[config.mk]
export PLATFORM = sky130hd
export DESIGN_NAME = dmem_arbiter
export DESIGN_NICKNAME = d
export VERILOG_FILES = /design/src/rtl/dmem_arbiter.sv
export SDC_FILE = /design/constraint.sdc
export NUM_CORES = 1
export LEC_CHECK = 0
export ABC_AREA = 1
export BUFFER_PORTS_ARGS = -buffer_cell sky130_fd_sc_hd__buf_2
export CAP_MARGIN = 20
export CORE_MARGIN = 8
export CORE_UTILIZATION = 47
export CTS_BUF_LIST = sky130_fd_sc_hd__clkbuf_8
export CTS_CLUSTER_SIZE = 30
export DETAILED_ROUTE_END_ITERATION = 6
export GPL_TIMING_DRIVEN = 0
export PLACE_DENSITY_LB_ADDON = 0.1
export SETUP_SLACK_MARGIN = 0.5
export SLEW_MARGIN = 20
export SYNTH_ARGS = -nofsm -noshare
export SYNTH_HDL_FRONTEND = slang
export SYNTH_SLANG_ARGS = --single-unit
[constraint.sdc]
create_clock -name CLK -period 7.7 [get_ports CLK]
set_input_delay 1.155 -clock CLK [delete_from_list [all_inputs] [get_ports CLK]]
set_output_delay 1.155 -clock CLK [all_outputs]
set_load 0.03 [all_outputs]
[src/rtl/dmem_arbiter.sv]
// dmem_arbiter: shares one synchronous single-port data RAM between the core and an external master.
// Optional build macro DMEM_ARB_STATS_EN adds a saturating contention counter output (conflict_cnt).
module dmem_arbiter #(
    parameter int ADDR_W       = 10,
    parameter int DATA_W       = 32,
    parameter int STARVE_LIMIT = 4
) (
    input  logic              CLK,
    input  logic              RST,
    input  logic              c_r,
    input  logic              c_w,
    input  logic [ADDR_W-1:0] c_addr,
    input  logic [DATA_W-1:0] c_wdata,
    output logic [DATA_W-1:0] c_rdata,
    output logic              c_stall,
    input  logic              e_req,
    input  logic              e_we,
    input  logic [ADDR_W-1:0] e_addr,
    input  logic [DATA_W-1:0] e_wdata,
    output logic              e_gnt,
    output logic [DATA_W-1:0] e_rdata,
    output logic              e_rvalid,
    output logic              m_en,
    output logic              m_we,
    output logic [ADDR_W-1:0] m_addr,
    output logic [DATA_W-1:0] m_wdata,
    input  logic [DATA_W-1:0] m_rdata
`ifdef DMEM_ARB_STATS_EN
    ,
    output logic [15:0]       conflict_cnt
`endif
);
    typedef enum logic [1:0] {IDLE, C_RD, E_RD} state_t;
    localparam logic [3:0] LIMIT = 4'(STARVE_LIMIT);
    state_t state, state_nx;
    logic [3:0] starve_cnt, starve_nx;
    logic [DATA_W-1:0] c_rdata_q, e_rdata_q;
    logic rd_done, core_req, ext_req, force_ext, ext_win, core_win;
    // Grant decision, RAM drive and next state; reset masks every request so outputs drop at once
    always_comb begin
        rd_done   = (state == C_RD);
        core_req  = (c_r | c_w) & ~rd_done & ~RST;
        ext_req   = e_req & ~RST;
        force_ext = ext_req & (starve_cnt == LIMIT);
        ext_win   = ext_req & (force_ext | ~core_req);
        core_win  = core_req & ~ext_win;
        m_en      = ext_win | core_win;
        m_we      = ext_win ? e_we : core_win & c_w;
        m_addr    = ext_win ? e_addr : core_win ? c_addr : '0;
        m_wdata   = ext_win ? e_wdata : core_win ? c_wdata : '0;
        e_gnt     = ext_win;
        c_stall   = core_req & (ext_win | ~c_w);
        e_rvalid  = (state == E_RD);
        c_rdata   = rd_done ? m_rdata : c_rdata_q;
        e_rdata   = e_rvalid ? m_rdata : e_rdata_q;
        state_nx  = (ext_win & ~e_we) ? E_RD : (core_win & ~c_w) ? C_RD : IDLE;
        starve_nx = ext_win ? 4'd0 : (core_win & ext_req & (starve_cnt != LIMIT)) ? starve_cnt + 4'd1 : starve_cnt;
    end
    // State, starvation counter and held read data
    always_ff @(posedge CLK or posedge RST) begin
        if (RST) begin
            state      <= IDLE;
            starve_cnt <= '0;
            c_rdata_q  <= '0;
            e_rdata_q  <= '0;
        end else begin
            state      <= state_nx;
            starve_cnt <= starve_nx;
            if (rd_done) c_rdata_q <= m_rdata;
            if (e_rvalid) e_rdata_q <= m_rdata;
        end
    end
`ifdef DMEM_ARB_STATS_EN
    // Count decision cycles where both requesters compete, saturating
    always_ff @(posedge CLK or posedge RST) begin
        if (RST) conflict_cnt <= '0;
        else if (core_req & ext_req & (conflict_cnt != 16'hFFFF)) conflict_cnt <= conflict_cnt + 16'd1;
    end
`endif
endmodule

=== Word-level counts from Yosys, hierarchy flattened ===
Cells that the tools add are included.

* Add/subtract/negate cells: 1
* Equal/unequal tests: 4
* Mux-type cells: 11
* Bitwise operators: 22
* Reduce and logical (&&, ||, !) cells: 1

{| class="wikitable"
|+ Operators by type and width
! operator !! count
|-
| $mux W32 || 4
|-
| $mux W10 || 2
|-
| $and A1 B1 Y1 || 12
|-
| $mux W4 || 2
|-
| $not A1 Y1 || 6
|-
| $add A4 B1 Y4 const B || 1
|-
| $eq A4 B3 Y1 const B || 1
|-
| $ne A4 B3 Y1 const B || 1
|-
| $or A1 B1 Y1 || 4
|-
| $eq A2 B1 Y1 const B || 1
|-
| $eq A2 B2 Y1 const B || 1
|-
| $mux W1 || 2
|-
| $mux W2 || 1
|-
| $reduce_bool A2 Y1 || 1
|}

* Register bits after elaboration: 70
* Input port bits: 122
* Output and inout bits: 111
* Word-level logic and storage cells: 43

=== Depth between registers and ports, before layout ===
* Word-level depth: 13
* Depth in mapped cells: 8
* Depth with buffers taken out: 7

=== Least setup slack after synthesis ===
No wires, ideal clock.

* Path type: input port to output port
* From: in RST
* To: out c_stall
* Data arrival time: 3,858 ps
* Data required time: 6,545 ps
* Slack: 2,687 ps
* Stages: 6
* Path buffers: 1
* Path through: inv_1 nand2_1 nor2_4 buf_4 inv_1 a21oi_1

* Word-level cells in the longest chain between the ends: 7
* Elaborated cells between the ends (all ways): 9
* Classes of those cells: bitwise: 9

{| class="wikitable"
|+ RTL lines
! what !! line !! text
|-
| start, declared || 9 || <nowiki>input logic RST,</nowiki>
|-
| $not A1 Y1 * || 42, 43 ||
|-
| $and A1 B1 Y1, on equally long branches || 43, 42 ||
|-
| $and A1 B1 Y1 / $not A1 Y1 (equally long branches) || 44, 45 ||
|-
| $or A1 B1 Y1 || 45 || <nowiki>ext_win = ext_req & (force_ext | ~core_req);</nowiki>
|-
| $and A1 B1 Y1 || 45 ||
|-
| $or A1 B1 Y1 || 52 || <nowiki>c_stall = core_req & (ext_win | ~c_w);</nowiki>
|-
| $and A1 B1 Y1 * || 52 ||
|-
| end, declared || 15 || <nowiki>output logic c_stall,</nowiki>
|}

Mark *: on every way between the ends. The rest lies on a longest branch, timed or not.

=== Worst setup path in the final report ===
* From: in RST
* To: out m_wdata[10]

* Word-level cells in the longest chain between the ends: 9
* Elaborated cells between the ends (all ways): 11
* Classes of those cells: mux: 2; bitwise: 9

{| class="wikitable"
|+ RTL lines
! what !! line !! text
|-
| $not A1 Y1 * || 42, 43 ||
|-
| $and A1 B1 Y1, on equally long branches || 43, 42 ||
|-
| $and A1 B1 Y1 / $not A1 Y1 (equally long branches) || 44, 45 ||
|-
| $or A1 B1 Y1 || 45 ||
|-
| $and A1 B1 Y1 || 45 ||
|-
| $not A1 Y1 || 46 || <nowiki>core_win = core_req & ~ext_win;</nowiki>
|-
| $and A1 B1 Y1 || 46 ||
|-
| $mux W32 || 50 || <nowiki>m_wdata = ext_win ? e_wdata : core_win ? c_wdata : '0;</nowiki>
|-
| $mux W32 * || 50 ||
|-
| end, declared || 26 || <nowiki>output logic [DATA_W-1:0] m_wdata,</nowiki>
|}

Marked as above.

==> flow_summary.yaml <==
timing:
  fin_hold_ws_ns: 0.4939
  relSlewSlack_pct: 65.88
  worstMarginPinSlew_ns: 0.5118
  setup_tns_ns: 0
  rsz0062_at_grt: "false"
  hold_viol_final: 0
  fmax_mhz: 267.3
  fin_skew_ns: 0.01273
  fin_crit_sh_pct: 48.59
  slew_violations: 0
  setup_viol_count_final: 0
  period_needed_ns: 3.742
synth:
  ys_async_sr_fraction_pct: 100.0
  ys_types: 21
  yosys_warnings: 0
  syn_nets: 552
  synth_area_leaders: "dfrtp_1, o21ai_0, inv_1"
  syn_area_per_cell_um2: 8.232
  synth.largest_area_cell: "dfrtp_1"
  ys_ff_latch: 70
  synth_edf_count: 0
  synth.most_common_cell: "inv_1"
  seq_area_frac_synth_pct: 49.72
  netlist.area_leader.share_pct: 49.72
  synth_common_cells: "inv_1, nand2_1, dfrtp_1"
  synthCells: 428
  synth_area_um2: 3523
  synth_flop_cell: "dfrtp_1"
global_routing:
  overflow: 0
  grt_pass1_vias: 3819
  antenna_found_initial: 0
  grt_pass1_wl_um: 18490
  grt_usage_pct: 22.62
  grt_max_degree: 53
cells_and_area:
  drive_gt1_share_pct: 44.02
  fin_util_pct: 69.88
  diodes: 0
  area_growth_pct: 43.86
  final_nets: 796
power:
  leakage_nw: 3.013
  power_density_nw_per_um2: 255.1
  design_power_total_mw: 1.293
  ir_drop_v: 0.0001570
clock_tree:
  tritoncts: "yes"
  clockBufferDepth: 2
  clockRootBuffer: "clkbuf_8"
  clkSlewWorstSetupHoldPaths_ns: 0.08
  clock-sinks: 70
  postCtsHoldBufs: 0
  cts_buffers: 9
  clk-insertion-delay-late_ns: 0.34
  ctsResizeCount: 0
  h-tree-depth: 3
  post_cts_buffers: 0
routing:
  routed_via_density: 4.753
  wl_per_cell_um: 15.77
  wirelength_um: 12240
  ant_nets: 0
  vias: 3688
  dr.pass1.iters: 4
  detail_route.iter0.violations: 111
  drc: 0
worst_setup_path:
  worstSetupPathType: "in2out"
  r2r-end: "state[0]"
  cp.required_ns: 6.55
  end_kind: "output port"
  reg2reg_slack_ns: 6.19
  critPathMaxFanout: 21
  reg2reg_depth: 6
  cp.arrival_ns: 2.59
  cp-start-kind: "input pin"
  r2r_start: "starve_cnt[0]"
placement:
  gp_congestion: 0.9525
  dp_hpwl_um: 9948
  io_buffers: 232
floorplan:
  core_area_um2: 7253
  die_h_um: 102.6
  io_pins: 233
  start_util_pct: 48.58
  dieArea_um2: 10520
  die_x_um: 102.6
  rows: 31
min_path:
  whs_endpoint: "e_rdata_q[30]"
  holdCritStartpoint: "e_rdata_q[30]"
  hold_path_class: "reg2reg"
  whs_path_depth: 2
run_status:
  outcome: "finished clean"
flow_run:
  max-cap-violations: 0
-- critical path, stage by stage --
cell     delay (ns)
buf_2          0.13
inv_4          0.23
nand2_1        0.14
nor2_4         0.21
buf_2          0.26
nand3_1        0.13
o21ai_2        0.09
buf_2          0.22
-- metrics by stage --
step	cell area [µm²]	instances	setup WS (ns)
after floorplan	3523	428	2.687
after global placement	4808	759	1.965
after detailed placement	4838	760	3.932
after CTS	5069	776	3.916
after global routing	5069	776	3.800
final	5069	776	3.958
-- cell usage in the layout (no fill, tap or decap), drive strengths merged, types with 2 or more instances in the layout --
master / count
nor2: 10
buf: 245
inv: 86
clkinvlp: 2
dfrtp: 70
o21ai: 107
nand3: 46
clkbuf: 24
ha: 2
bufinv: 2
nand2: 78
-- metal layers --
metal / global-route usage [%] / vias up / wire length, µm
met5: 0 / - / 0
met4: 7.336 / 0 / 177
li1: - / 1835 / -
met2: 38.91 / 135 / 6275
met3: 6.077 / 12 / 963
met1: 26.72 / 1706 / 4820
-- worst max-delay path by stage --
stage / start / cells past startpoint / slack (ns) / end
final: RST / 8 / 3.96 / m_wdata[10]
after global routing: RST / 8 / 3.80 / m_wdata[10]
after CTS: RST / 8 / 3.92 / m_wdata[10]
after detailed placement: RST / 8 / 3.93 / m_wdata[10]
after global placement: RST / 8 / 1.96 / m_wdata[7]
after floorplan: RST / 6 / 2.69 / c_stall
-- state kept, by name, summed over array words and instances, names as in the netlist --
signal and flops:
c_rdata_q 32, starve_cnt 4, e_rdata_q 32, state 2
-- cells by family after synthesis --
| logic type | after synthesis | synth area share (%) |
|---|---|---|
| and+or+nand+nor | 135 | 16.76 |
| buffers and inverters | 111 | 13.78 |
| AOI/OAI and AO/OA | 108 | 18.54 |
| DFF | 70 | 49.72 |
| xor gates and xnor gates | 2 | 0.4972 |
| adders and majority gates | 2 | 0.7101 |
-- report_power, final --
group	internal [mW]	total (mW)	switching [mW]
registers	0.442	0.464	0.0214
clock network	0.193	0.339	0.146
logic	0.139	0.491	0.351
-- cell type report --
type | instances | area [µm²]
Inverter | 85 | 321.6
Sequential cell | 70 | 1752
Clock buffer | 10 | 137.6
Timing Repair Buffer | 233 | 1189
Fill cell | 650 | 2185
Clock inverter | 6 | 92.59
Multi-Input combinational cell | 247 | 1286
Tap cell | 99 | 123.9
Buffer | 26 | 166.4
Power figures use the tool's default switching activity.
